`config.mk`:
```
export PLATFORM = sky130hd
export DESIGN_NAME = truth_table_sweeper
export DESIGN_NICKNAME = d
export VERILOG_FILES = /design/src/rtl/truth_table_sweeper.sv
export SDC_FILE = /design/constraint.sdc
export NUM_CORES = 1
export LEC_CHECK = 0
export BUFFER_PORTS_ARGS = -buffer_cell sky130_fd_sc_hd__clkbuf_2
export CELL_PAD_IN_SITES_DETAIL_PLACEMENT = 0
export CELL_PAD_IN_SITES_GLOBAL_PLACEMENT = 2
export CORE_MARGIN = 1.5
export CORE_UTILIZATION = 32
export CTS_CLUSTER_SIZE = 8
export DETAILED_ROUTE_END_ITERATION = 10
export PLACE_DENSITY_LB_ADDON = 0.1
export SYNTH_ARGS = -nofsm -noshare
export SYNTH_HDL_FRONTEND = slang
export SYNTH_SLANG_ARGS = --single-unit
```
`constraint.sdc`:
```
create_clock -name clk -period 3 [get_ports clk]
set_clock_uncertainty 0.05 [all_clocks]
set_input_delay 0.3 -clock clk [delete_from_list [all_inputs] [get_ports clk]]
set_output_delay 0.3 -clock clk [all_outputs]
set_load 0.05 [all_outputs]
```
`src/rtl/truth_table_sweeper.sv`:
```
// Exhaustive sweeper for an N_IN-input combinational block: applies every input vector
// in ascending order, samples f after a dwell, and compares the measured table to an expected one.
module truth_table_sweeper #(
    parameter int N_IN  = 4,
    parameter int DWELL = 2
) (
    input  logic                 clk,
    input  logic                 rst,
    input  logic                 start,
    input  logic [2**N_IN-1:0]   expected,
    input  logic                 f_in,
    output logic [N_IN-1:0]      abcd_out,
    output logic                 busy,
    output logic                 done,
    output logic                 pass,
    output logic [2**N_IN-1:0]   table_out,
    output logic [N_IN:0]        mismatch_cnt,
    output logic [N_IN-1:0]      first_fail,
    output logic                 first_fail_valid
);

    localparam int W = 2**N_IN;

    localparam logic [1:0] S_IDLE   = 2'd0;
    localparam logic [1:0] S_APPLY  = 2'd1;
    localparam logic [1:0] S_SAMPLE = 2'd2;
    localparam logic [1:0] S_DONE   = 2'd3;

    localparam logic [3:0]      DW_LAST  = 4'(DWELL - 1);
    localparam logic [N_IN-1:0] VEC_LAST = '1;

    logic [1:0]      r_state;
    logic [N_IN-1:0] r_vec;
    logic [3:0]      r_dwell;
    logic [W-1:0]    r_exp;
    logic [W-1:0]    r_table;
    logic [N_IN:0]   r_mcnt;
    logic [N_IN-1:0] r_ff;
    logic            r_ffv;
    logic            r_done;
    logic            r_pass;

    logic            w_busy;
    logic            w_miss;
    logic [N_IN:0]   w_mcnt_next;

    assign w_busy      = (r_state == S_APPLY) || (r_state == S_SAMPLE);
    assign w_miss      = f_in ^ r_exp[r_vec];
    assign w_mcnt_next = r_mcnt + {{N_IN{1'b0}}, w_miss};

    always_ff @(posedge clk) begin
        if (rst) begin
            r_state <= S_IDLE;
            r_vec   <= '0;
            r_dwell <= '0;
            r_exp   <= '0;
            r_table <= '0;
            r_mcnt  <= '0;
            r_ff    <= '0;
            r_ffv   <= 1'b0;
            r_done  <= 1'b0;
            r_pass  <= 1'b0;
        end else begin
            case (r_state)
                S_IDLE, S_DONE: begin
                    if (start) begin
                        r_exp   <= expected;
                        r_table <= '0;
                        r_mcnt  <= '0;
                        r_ff    <= '0;
                        r_ffv   <= 1'b0;
                        r_done  <= 1'b0;
                        r_pass  <= 1'b0;
                        r_vec   <= '0;
                        r_dwell <= '0;
                        r_state <= S_APPLY;
                    end
                end
                S_APPLY: begin
                    if (r_dwell == DW_LAST) begin
                        r_dwell <= '0;
                        r_state <= S_SAMPLE;
                    end else begin
                        r_dwell <= r_dwell + 4'd1;
                    end
                end
                S_SAMPLE: begin
                    r_table[r_vec] <= f_in;
                    if (w_miss) begin
                        r_mcnt <= w_mcnt_next;
                        if (!r_ffv) begin
                            r_ff  <= r_vec;
                            r_ffv <= 1'b1;
                        end
                    end
                    // pass must reflect this final sample, so use the next count
                    if (r_vec == VEC_LAST) begin
                        r_done  <= 1'b1;
                        r_pass  <= (w_mcnt_next == '0);
                        r_state <= S_DONE;
                    end else begin
                        r_vec   <= r_vec + 1'b1;
                        r_state <= S_APPLY;
                    end
                end
                default: r_state <= S_IDLE;
            endcase
        end
    end

    assign busy             = w_busy;
    assign abcd_out         = w_busy ? r_vec : '0;
    assign done             = r_done;
    assign pass             = r_pass;
    assign table_out        = r_table;
    assign mismatch_cnt     = r_mcnt;
    assign first_fail       = r_ff;
    assign first_fail_valid = r_ffv;

endmodule

```
==> results of run 1 <==
-- stage by stage --
stage,cells,power [uW],setup WS [ps],hold slack [ps]
final,486,1791,343.5,143.5
after global routing,486,1909,18.66,151.7
after CTS,486,1820,131.3,135.4
after detailed placement,478,1318,154.9,397.2
after global placement,478,1317,263.9,399.2
after floorplan,335,1173,254.7,383.1
-- sequential cells by signal (all words and copies together) (netlist names) --
register          count
table_out            16
r_dwell               4
done                  1
r_vec                 4
r_state               2
r_exp                16
first_fail            4
mismatch_cnt          5
first_fail_valid      1
pass                  1
-- layout make-up --
cell class / count / area (sq um)
clock buffers: 5 / 68.82
clock inverters: 3 / 40.04
fillers: 888 / 5015
inverters: 6 / 22.52
multi-input cells: 253 / 1535
flip-flops and latches: 54 / 1084
repair buffers: 60 / 320.3
well taps: 105 / 131.4
-- report_power, final --
group | leakage (uW) | internal, uW | total, uW | switching [uW]
sequential | 0.000439 | 762 | 794 | 31.8
clock | 0.0000579 | 246 | 494 | 248
combinational | 0.000791 | 173 | 504 | 330
-- cells by family after synthesis --
family,Yosys count
adder cells (fa/ha/maj),11
AND/OR/NAND/NOR,130
flip-flops,54
AO/OA/AOI/OAI,93
multiplexers,13
XOR/XNOR,6
buffers and inverters,28
-- worst max-delay path, stage by stage (launching register included) --
cell and delay, ps:
dfxtp_2 430, mux4_2 530, mux2i_2 230, mux2i_1 120, xor2_1 200, ha_1 200
ha_1 230, nand3_1 110, xor2_1 180, nor2b_1 60, mux2i_1 130, nor2_1 50
-- synth_stat cells (3+ instances only) --
cell / count
nand2_1: 63
dfxtp_1: 54
a21oi_1: 41
nor2_1: 24
o21ai_0: 20
clkbuf_1: 19
a21boi_0: 15
ha_1: 11
nand3_1: 11
mux2i_1: 8
and3_1: 6
inv_1: 6
nor2b_1: 6
and2_1: 5
nand2b_1: 5
xor2_1: 5
a32oi_1: 4
mux4_2: 4
nand3b_1: 3
nor3_1: 3
o21ai_1: 3
-- final timing paths --
kind,startpoint,end,slack [ps],cells after the start
setup / recovery,r_vec[0],mismatch_cnt[4],340,11
hold / removal,expected[5],r_exp[5],140,3
setup reg to reg,r_vec[0],mismatch_cnt[4],340,11
hold reg to reg,r_exp[9],r_exp[9],410,2
-- layer usage --
layer | share of wire [%] | track usage (%)
met1 | 51 | 23.38
met2 | 43 | 26.00
met3 | 4.2 | 3.190
met4 | 1.1 | 4.975
met5 | 0 | 0
-- cell usage in the layout, fill, tap and decap left out, types with 5 or more instances in the layout --
cell and n:
nor2b_1 6, and2_1 5, clkbuf_8 5, a21boi_0 15, inv_1 6, dfxtp_1 52, mux2i_1 7, nand2_1 63
nand3_1 11, nand2b_1 5, a21oi_1 41, nor2_1 24, ha_1 11, o21ai_0 20, and3_1 6, buf_4 8
xor2_1 5, clkbuf_2 52
-- repair_timing --
action                                  CTS  global route
endpoints found under the setup margin    0             2
hold buffers                              0             0
gates resized for setup                   0             3
==> results_dict.tcl, run 1 <==
set metrics [dict create \
    drt_iter0_drc 95 \
    worst-setup-path-type "flop to flop" \
    numPortBuffers 52 \
    synth_ff_type "dfxtp_1" \
    min_period_ps 2657 \
    via_per_inst 4.961 \
    synth_cell_types 37 \
    ant_nets 0 \
    synthSimpleGateAreaFrac_pct 22.12 \
    critical_path.max_fanout 6 \
    slew_headroom_pct 59.17 \
    area_growth_pct 17.44 \
    fin_crit_sh_pct 88.55 \
    drive_gt1_share_pct 20.47 \
    htreeDepth 2 \
    worstPathArrival_ps 2790 \
    p_per_area_mw_per_mm2 559.4 \
    pin_count 53 \
    overflow 0 \
    synth_xor_area_share_pct 1.927 \
    drtPass1Iterations 4 \
    gp_congestion 0.7706 \
    fin_setup_tns_ps 0 \
    worstHoldPathType "primary input to flop" \
    routed_wl_um 6990 \
    yosysTopAreaCellShare_pct 39.65 \
    hpwl_um 4887 \
    ys_warn_count 0 \
    synth-adder-area-share_pct 5.048 \
    synth-seq-area-share_pct 39.65 \
    grt_pass1_vias 2356 \
    syn-cell-area_sq_mm 0.002726 \
    clk_latency_ps 310 \
    grt_pass1_wl_um 11780 \
    avgSynthCellArea_sq_um 8.138 \
    numCtsBuffers 5 \
    antenna_found_initial 0 \
    crit_required_ps 3140 \
    synth_top_family_by_area "simple AND/OR/NAND/NOR gates" \
    synth_area_leaders "dfxtp_1 40%, nand2_1 8.7%, a21oi_1 7.5%" \
    clk_path_buf_depth 2 \
    irDropWorstVdd_mv 0.1728 \
    finalNetCount 411 \
    die_y_um 95.31 \
    drc 0 \
    core_area_sq_mm 0.008217 \
    async_reset_ff_share_pct 0 \
    dpl-instance-area_sq_mm 0.003087 \
    leakage_uw 0.001287 \
    synth_compound_area_share_pct 20.01 \
    wl_per_cell_um 14.38 \
    dieArea_sq_mm 0.009083 \
    grt_start_max_net_pins 29 \
    syn_nets 366 \
    utilization_pct 38.97 \
    max_cap_violations 0 \
    cts_tree "built" \
    antennaDiodeCount 0 \
    die_w_um 95.31 \
    grt_use_total_pct 16.74 \
    rsz0062_at_grt "false" \
    via_count 2411 \
    rows 33 \
    setup_violations 0 \
    clk_root_buffer_cell "clkbuf_8" \
    clkTransAtPathRegs_ps 100 \
    synth_edf_count 0 \
    status "complete, no violations" \
    fin_area_sq_mm 0.003202 \
    synthCells 335 \
    max_freq_mhz 376.4 \
    cts.sinks 54 \
    worstSetupEndpointType "flop" \
    post_cts_buffers 0 \
    start_kind "flop" \
    yosys.area.top_type "dfxtp_1" \
    ys_ff_latch 54 \
    synthMuxAreaShare_pct 7.067 \
    tightest_slew_ps 608.0 \
    start_util_pct 33.18 \
    slew_violations 0 \
    finalHoldViolCount 0 \
]
Power figures use the tool's default switching activity.
==> run 2: changes to the inputs <==
--- a/config.mk
+++ b/config.mk
@@ -6,10 +6,10 @@
 export NUM_CORES = 1
 export LEC_CHECK = 0
 export BUFFER_PORTS_ARGS = -buffer_cell sky130_fd_sc_hd__clkbuf_2
-export CELL_PAD_IN_SITES_DETAIL_PLACEMENT = 0
-export CELL_PAD_IN_SITES_GLOBAL_PLACEMENT = 2
+export CELL_PAD_IN_SITES_DETAIL_PLACEMENT = 1
+export CELL_PAD_IN_SITES_GLOBAL_PLACEMENT = 1
 export CORE_MARGIN = 1.5
-export CORE_UTILIZATION = 32
+export CORE_UTILIZATION = 40
 export CTS_CLUSTER_SIZE = 8
 export DETAILED_ROUTE_END_ITERATION = 10
 export PLACE_DENSITY_LB_ADDON = 0.1
==> run 2 against run 1 <==
The run now ends with design-rule violations left. Count of clock-buffer cells in the layout is the same. Clock power increased by 4.9%. Non-clock buffer count is 1 lower. Die area fell by 19%. Largest cell class unchanged. Flip-flop and latch count stayed put. Maximum frequency down 2.4%. Via count up 2.5%. Hold slack worse by 6.4 ps. Setup slack worse by 65 ps.
==> results_dict.tcl, run 2 (synthesis results as in run 1) <==
set metrics [dict create \
    antenna_found_initial 0 \
    leakage_uw 0.001289 \
    rsz0062_at_grt "false" \
    start_kind "flop" \
    fin_setup_tns_ps 0 \
    numPortBuffers 52 \
    worst-setup-path-type "flop to flop" \
    tightest_slew_ps 610.3 \
    path_cells "mux4_2, mux2i_1, mux2i_1, xor2_1, ha_1, ha_1, nand3_1, xor2_1, nor2b_1, mux2i_1, nor2_1" \
    pin_count 53 \
    area_growth_pct 16.02 \
    ant_nets 0 \
    drive_gt1_share_pct 20.00 \
    met3_usage_pct 4.331 \
    finalHoldViolCount 0 \
    grt_use_total_pct 21.12 \
    worstPathArrival_ps 2870 \
    wl_per_cell_um 15.53 \
    clk_root_buffer_cell "clkbuf_8" \
    numCtsBuffers 5 \
    drtPass1Iterations 9 \
    dieArea_sq_mm 0.007321 \
    worstHoldPathType "primary input to flop" \
    htreeDepth 2 \
    rr_worst_depth 11 \
    busiest_layer "met2" \
    drt_iter0_drc 55 \
    drc 5 \
    grt_pass1_wl_um 12370 \
    rows 29 \
    cp_num_buf_inv 0 \
    die_y_um 85.56 \
    routed_wl_um 7097 \
    pre_cts_slack_ps 160.5 \
    final_common_cell "nand2_1" \
    violations "design-rule violations" \
    cts.sinks 54 \
    clk_path_buf_depth 2 \
    setup_violations 0 \
    post_cts_buffers 0 \
    fin_area_sq_mm 0.003163 \
    max_freq_mhz 367.5 \
    via_per_inst 5.409 \
    cpPeakStageDelay_ps 530 \
    fin_crit_sh_pct 90.70 \
    clkTransAtPathRegs_ps 110 \
    irDropWorstVdd_mv 0.3088 \
    grt_start_max_net_pins 31 \
    slew_headroom_pct 59.01 \
    cts_tree "built" \
    dpl-instance-area_sq_mm 0.003044 \
    min_period_ps 2721 \
    min_from "expected[6]" \
    clk_latency_ps 320 \
    regToRegStartpoint "r_vec[0]" \
    p_per_area_mw_per_mm2 573.6 \
    via_count 2472 \
    holdPathEnd "r_exp[6]" \
    die_w_um 85.56 \
    overflow 0 \
    r2r_end "mismatch_cnt[4]" \
    status "finished, violations left" \
    crit_required_ps 3150 \
    layout_common_cells "63 x nand2_1, 52 x dfxtp_1, 52 x clkbuf_2" \
    slew_violations 0 \
    grt_pass1_vias 2559 \
    hold_ws_ps 137.1 \
    gp_congestion 0.7563 \
    start_util_pct 42.21 \
    use_met1_pct 27.16 \
    path_delay_family "multiplexers" \
    max_cap_violations 0 \
    critical_path.max_fanout 6 \
    slowest_stage "mux4_2" \
    cp_common_cell "mux2i_1" \
    r2r_setup_slack_ps 280 \
    finalNetCount 410 \
    hpwl_um 5124 \
    cts_hold_buf 0 \
    use_met2_pct 36.36 \
    worstSetupEndpointType "flop" \
    hold_depth 3 \
    setup_ws_ps 278.9 \
    antennaDiodeCount 0 \
    power_uw 1814 \
    core_area_sq_mm 0.006459 \
]
==> run 2: cell type report <==
class / instances / area (sq um)
clock inverter: 3 / 47.55
timing repair buffer: 59 / 312.8
inverter: 6 / 22.52
clock buffer: 5 / 68.82
tap: 77 / 96.34
sequential: 54 / 1084
fill: 814 / 3296
multi-input combinational: 253 / 1531
==> run 2: per-stage QoR <==
step / utilization (%) / std cells
detailed placement: 47.13 / 449
global placement: 47.13 / 449
global route: 48.97 / 457
CTS: 48.93 / 457
finish: 48.97 / 457
floorplan: - / 335
==> run 2: worst register-to-register path, stage by stage, from the launching register on <==
cell and delay (ps):
dfxtp_2 440, mux4_2 530, mux2i_1 260, mux2i_1 150, xor2_1 200, ha_1 200
ha_1 240, nand3_1 110, xor2_1 180, nor2b_1 60, mux2i_1 130, nor2_1 50
==> run 2: report_power, final <==
group	leakage, uW	switching, uW	total (uW)	internal, uW
clock	0.0000591	263	518	255
sequential	0.000439	33.1	795	762
combinational	0.000791	331	501	170
total	0.00129	627	1810	1190
==> run 2: worst max-delay path by stage <==
stage / from / to / slack, ps / depth (start not counted)
global placement: r_vec[0] / mismatch_cnt[4] / 280 / 11
finish: r_vec[0] / mismatch_cnt[4] / 280 / 11
CTS: r_vec[0] / mismatch_cnt[4] / 140 / 11
global route: r_vec[0] / mismatch_cnt[4] / 9 / 11
floorplan: r_vec[0] / pass / 250 / 11
detailed placement: r_vec[0] / mismatch_cnt[4] / 160 / 11
==> run 2: repair_timing <==
item | CTS | global route
endpoints found under the hold margin | 0 | 0
gates resized for setup | 0 | 2
endpoints found under the setup margin | 0 | 2
==> run 2: per-layer routing <==
metal  wire [um]  share of wire (%)
met3         246                3.5
met4          66               0.93
met2        3466                 49
met5           0                  0
met1        3318                 47
